## src/rtl/requant_pkg.sv

```systemverilog
// rtl/requant_pkg.sv - shared definitions for the requantiser pipeline
// Purpose: rounding-mode encodings and the legal-parameter check used by
//          requant_pipe.
// Contents:
//   rq_mode_t     mode encodings (2'b11 is not named and behaves as truncate)
//   rq_params_ok  returns 1 when a width/shift combination can be built
package requant_pkg;

  typedef enum logic [1:0] {
    RQ_TRUNC = 2'b00,
    RQ_RHU   = 2'b01,
    RQ_CONV  = 2'b10
  } rq_mode_t;

  // The kept field must be at least as wide as the output word, and at least
  // one fractional bit must be discarded for rounding to mean anything.
  function automatic bit rq_params_ok(input int in_w, input int out_w,
                                      input int shift, input int cnt_w);
    return (shift >= 1) && (shift < in_w) && (out_w >= 1) &&
           (in_w - shift >= out_w) && (cnt_w >= 1);
  endfunction

endpackage

```

## src/rtl/requant_pipe.sv

```systemverilog
// rtl/requant_pipe.sv - two-stage requantiser: round, shift, saturate
// Purpose: reduce a wide fixed-point sample to an OUT_W-bit word using
//          truncation, round-half-up or convergent rounding, followed by
//          saturation to the output range. Valid/ready on both sides.
// Optional feature: define SAT_COUNT_EN to add the saturation event counter
//          (sat_count / sat_clr ports); without it those ports do not exist.
// Ports:
//   clk        rising-edge clock
//   rst_n      synchronous reset, active-low
//   mode       00 trunc, 01 round-half-up, 10 convergent, 11 trunc
//   in_data    IN_W-bit input sample
//   in_valid   input sample present
//   in_ready   sample accepted this cycle when in_valid is high
//   out_data   OUT_W-bit requantised sample
//   out_sat    out_data was clamped
//   out_valid  output present
//   out_ready  downstream accepts
//   sat_count  clamp events transferred since reset/clear (SAT_COUNT_EN)
//   sat_clr    synchronous clear of sat_count, wins over increment (SAT_COUNT_EN)
module requant_pipe
  import requant_pkg::*;
#(
  parameter int IN_W   = 22,
  parameter int OUT_W  = 8,
  parameter int SHIFT  = 14,
  parameter bit SIGNED = 1'b0,
  parameter int CNT_W  = 16
) (
  input  logic             clk,
  input  logic             rst_n,
  input  logic [1:0]       mode,
  input  logic [IN_W-1:0]  in_data,
  input  logic             in_valid,
  output logic             in_ready,
  output logic [OUT_W-1:0] out_data,
  output logic             out_sat,
  output logic             out_valid,
  input  logic             out_ready
`ifdef SAT_COUNT_EN
  ,
  output logic [CNT_W-1:0] sat_count,
  input  logic             sat_clr
`endif
);

  if (!rq_params_ok(IN_W, OUT_W, SHIFT, CNT_W)) begin : g_bad_params
    $error("requant_pipe: illegal IN_W/OUT_W/SHIFT/CNT_W combination");
  end

  // Integer part after the shift, one bit wider than IN_W-SHIFT so the
  // rounding carry out of the top can never wrap.
  localparam int HI_W = IN_W - SHIFT + 1;

  localparam logic [SHIFT-1:0] HALF  = SHIFT'(64'd1 << (SHIFT - 1));
  localparam logic [OUT_W-1:0] S_MIN = OUT_W'(64'd1 << (OUT_W - 1));
  localparam logic [OUT_W-1:0] S_MAX = ~S_MIN;
  localparam logic [OUT_W-1:0] U_MAX = '1;

  logic            adv;
  logic            s1_valid;
  logic [HI_W-1:0] s1_hi;

  // ---------------------------------------------------------------- stage 1
  // Adding an increment of 0 or HALF and then discarding SHIFT bits is the
  // same as adding a single carry into the kept field, where the carry is
  // the frac MSB. Only the kept field is registered; the fraction can no
  // longer influence the result once the carry has been taken.
  logic [SHIFT-1:0] frac;
  logic             tie;
  logic             carry;
  logic             ext_msb;
  logic [HI_W-1:0]  hi_c;

  assign frac    = in_data[SHIFT-1:0];
  assign tie     = (frac == HALF);
  assign ext_msb = SIGNED ? in_data[IN_W-1] : 1'b0;

  always_comb begin
    carry = 1'b0;
    case (mode)
      RQ_RHU:  carry = frac[SHIFT-1];
      // Exact tie with an even kept LSB stays put (round half to even).
      RQ_CONV: carry = frac[SHIFT-1] && !(tie && !in_data[SHIFT]);
      default: carry = 1'b0;
    endcase
  end

  assign hi_c = {ext_msb, in_data[IN_W-1:SHIFT]} + HI_W'(carry);

  // ---------------------------------------------------------------- stage 2
  // s1_hi already holds the (arithmetically) shifted value; only the clamp
  // remains. Signed values fit when every bit from OUT_W-1 upward matches
  // the sign; unsigned values fit when every bit from OUT_W upward is zero.
  logic [OUT_W-1:0]    q_c;
  logic                sat_c;
  logic [HI_W-OUT_W:0] s_upper;

  assign s_upper = s1_hi[HI_W-1:OUT_W-1];

  always_comb begin
    q_c   = s1_hi[OUT_W-1:0];
    sat_c = 1'b0;
    if (SIGNED) begin
      if (!((s_upper == '0) || (s_upper == '1))) begin
        sat_c = 1'b1;
        q_c   = s1_hi[HI_W-1] ? S_MIN : S_MAX;
      end
    end else begin
      if (|s1_hi[HI_W-1:OUT_W]) begin
        sat_c = 1'b1;
        q_c   = U_MAX;
      end
    end
  end

  // ------------------------------------------------------------- handshake
  // The whole pipe moves together: it advances whenever the output register
  // is empty or is being drained this cycle.
  assign adv      = !out_valid || out_ready;
  assign in_ready = adv;

  always_ff @(posedge clk) begin
    if (!rst_n) begin
      s1_valid  <= 1'b0;
      s1_hi     <= '0;
      out_valid <= 1'b0;
      out_data  <= '0;
      out_sat   <= 1'b0;
    end else if (adv) begin
      s1_valid  <= in_valid;
      if (in_valid) begin
        s1_hi <= hi_c;
      end
      out_valid <= s1_valid;
      if (s1_valid) begin
        out_data <= q_c;
        out_sat  <= sat_c;
      end
    end
  end

`ifdef SAT_COUNT_EN
  // Counts clamped samples as they leave the block; saturates at all-ones.
  always_ff @(posedge clk) begin
    if (!rst_n) begin
      sat_count <= '0;
    end else if (sat_clr) begin
      sat_count <= '0;
    end else if (out_valid && out_ready && out_sat && !(&sat_count)) begin
      sat_count <= sat_count + CNT_W'(1);
    end
  end
`endif

endmodule
```

## config.mk

```make
export PLATFORM = sky130hd
export DESIGN_NAME = requant_pipe
export DESIGN_NICKNAME = d
export VERILOG_FILES = /design/src/rtl/requant_pkg.sv /design/src/rtl/requant_pipe.sv
export SDC_FILE = /design/constraint.sdc
export NUM_CORES = 1
export LEC_CHECK = 0
export ABC_CLOCK_PERIOD_IN_PS = 2100
export BUFFER_PORTS_ARGS = -buffer_cell sky130_fd_sc_hd__buf_2
export CAP_MARGIN = 20
export CORE_UTILIZATION = 45
export CTS_BUF_LIST = sky130_fd_sc_hd__clkbuf_8
export DETAILED_ROUTE_END_ITERATION = 16
export PLACE_DENSITY = 0.78
export SLEW_MARGIN = 20
export SYNTH_ARGS = -nofsm -noshare
export SYNTH_HDL_FRONTEND = slang
export SYNTH_SLANG_ARGS = --single-unit
```

## constraint.sdc

```tcl
create_clock -name clk -period 2.1 [get_ports clk]
set_input_delay 0.21 -clock clk [delete_from_list [all_inputs] [get_ports clk]]
set_output_delay 0.21 -clock clk [all_outputs]
set_load 0.01 [all_outputs]
```

==> impl_metrics.json <==
{
  "status": "completed",
  "gp_congestion": 0.793,
  "final_cells": 174,
  "crit_fanout": 3,
  "r2r_setup_slack_ns": 0.66,
  "worst_r2r_path_depth": 5,
  "dp_hpwl_mm": 1.44,
  "synth_nets": 142,
  "setup_viol": 0,
  "synth.yosys.warnings": 0,
  "grt_antenna_before_repair": 0,
  "avgSynthCellArea_um2": 9.15,
  "htreeDepth": 1,
  "dp_cells": 170,
  "max-vdd-ir-drop_mv": 0.335,
  "startpoint_type": "input pin",
  "cts_setup_buffers": 0,
  "hold_violations": 0,
  "drc_errors": 0,
  "area_growth_pct": 22.8,
  "whs_path_depth": 2,
  "syn_area_um2": 1010,
  "die_w_um": 49.3,
  "min_from": "rst_n",
  "grt_pass1_vias": 837,
  "crit_arrival_ns": 1.99,
  "r2r-end": "s1_hi[7]",
  "vias": 842,
  "tightest_slew_ns": 0.516,
  "reg2reg_from": "out_valid",
  "rows": 16,
  "clk_pin_slew_worst_paths_ns": 0.07,
  "power_density_nw_per_um2": 685,
  "grt_max_degree": 18,
  "min_period_ns": 1.84,
  "synth_cell_types": 29,
  "grt_pass1_wl_mm": 3.31,
  "cts_tree": "built",
  "post_drt_wl_per_cell_um": 10.5,
  "cp-startpoint": "in_data[6]",
  "drt-initial-drc-count": 12,
  "endpoint_kind": "flop",
  "die_area_um2": 2430,
  "grt-ovfl-total": 0,
  "timing.fmax_mhz": 543,
  "ctsRootBufferMaster": "clkbuf_8",
  "ios": 39,
  "seq_area_frac_synth_pct": 39.8,
  "hold_class": "input pin to flop",
  "fin_area_um2": 1230,
  "drv_slew": 0,
  "mostFrequentLayoutCell": "buf_2",
  "worstPathRequired_ns": 2.25,
  "final_cell_mix": "buf_2 (38), nor2_1 (21), dfxtp_1 (20), a211oi_2 (10)",
  "drtPass1Iterations": 4,
  "drive_gt1_share_pct": 40.1,
  "whs_endpoint": "s1_hi[7]",
  "slew_headroom_pct": 65.6,
  "p_leak_nw": 0.536,
  "clk_latency_ns": 0.25,
  "drv_cap": 0,
  "coreArea_um2": 2020,
  "vias_per_cell": 4.84,
  "path_class": "input pin to flop",
  "track_usage_pct": 17.0,
  "ys_ff_latch": 20,
  "cts_buffers": 3,
  "finClkSkew_ns": 0.00404,
  "port_buffers": 38,
  "hold_slack_ns": 0.253,
  "final_antenna_net_count": 0,
  "diodes": 0,
  "final.period_utilization_pct": 87.7,
  "netlist_instances": 110,
  "clock_path_buffers": 2,
  "start_util_pct": 49.8,
  "postCtsHoldBufs": 0,
  "cts.sinks": 20,
  "final_nets": 180,
  "rsz0062_at_grt": "no",
  "dieHeight_um": 49.3,
  "placed_cell_area_um2": 1180,
  "cts-resized-gates": 0,
  "wirelength_mm": 1.83
}
## metrics by stage
step | TNS [ns] | setup slack (ns) | utilization (%) | total power, mW
final | 0 | 0.259 | 61.1 | 0.846
after floorplan | 0 | 0.132 | - | 0.522
after CTS | 0 | 0.240 | 61.1 | 0.853
after global routing | 0 | 0.107 | 61.1 | 0.883
after global placement | 0 | 0.0611 | 58.4 | 0.562
after detailed placement | -0.0372 | -0.0372 | 58.4 | 0.567
## kinds of logic (layout without fill, tap and decap cells)
family / Yosys count / after routing / synth area share [%]
buf+inv: 11 / 48 / 7.59
simple gates: 44 / 44 / 21.0
mux: 1 / 1 / 0.995
flops: 20 / 20 / 39.8
fa+ha+maj: 4 / 4 / 4.98
xor+xnor: 6 / 6 / 5.22
compound gates: 24 / 24 / 20.4
## layout make-up
cell class,instances,area [um2]
Sequential cell,20,400
Inverter,5,18.8
Fill cell,188,787
Multi-Input combinational cell,79,529
Timing Repair Buffer,39,198
Clock buffer,4,55.1
Tap cell,27,33.8
## power by group
| part | total (mW) | switching [mW] | internal, mW | leakage, nW |
|---|---|---|---|---|
| Clock | 0.288 | 0.121 | 0.167 | 0.0288 |
| Combinational | 0.141 | 0.0763 | 0.0642 | 0.342 |
| Sequential | 0.418 | 0.0129 | 0.405 | 0.165 |
## critical path, cell delays in order
cell and delay (ns):
buf_2 0.09, or4_1 0.50, nor4_1 0.19, a31oi_1 0.15, ha_1 0.23, nand4_1 0.12, nor2_1 0.06, or3_1 0.30
o2111a_1 0.13
## Yosys cell counts
library cell	instances	area, um2
mux2i_1	1	10.0
buf_8	1	15.0
buf_2	1	5.00
nand4_1	1	6.26
a211oi_2	10	125
nor4_1	3	18.8
a21oi_1	7	35.0
clkbuf_1	1	3.75
nand3_1	4	20.0
o21ai_1	4	20.0
or3_1	1	6.26
inv_2	2	7.51
and2_1	1	6.26
o211ai_1	1	7.51
and3_1	1	6.26
inv_1	3	11.3
nand2_1	7	26.3
a31oi_1	1	6.26
dfxtp_1	20	400
and2_4	1	8.76
nor2_2	2	12.5
xor2_1	4	35.0
nor2b_4	1	13.8
o2111a_1	1	11.3
or4_1	1	7.51
nor2_1	21	78.8
buf_6	3	33.8
ha_1	4	50.1
xnor2_1	2	17.5
## sequential cells by signal (all words and copies together) (netlist names)
register / flops
s1_hi: 9
out_data: 8
out_valid: 1
s1_valid: 1
out_sat: 1
## worst max-delay path by stage
stage	cells after the start	slack [ns]	end
final	9	0.26	s1_hi[7]
after CTS	9	0.24	s1_hi[7]
after global placement	9	0.06	s1_hi[7]
after floorplan	8	0.13	s1_hi[7]
after detailed placement	9	-0.04	s1_hi[7]
after global routing	9	0.11	s1_hi[7]
## routing by layer
| metal | wire length (um) | GRT usage, % |
|---|---|---|
| met1 | 858 | 20.2 |
| met2 | 872 | 30.8 |
| met5 | 0 | 0 |
| met3 | 100 | 2.18 |
| met4 | 0 | 5.88 |
Note: power is estimated with default switching activity, not from simulation.
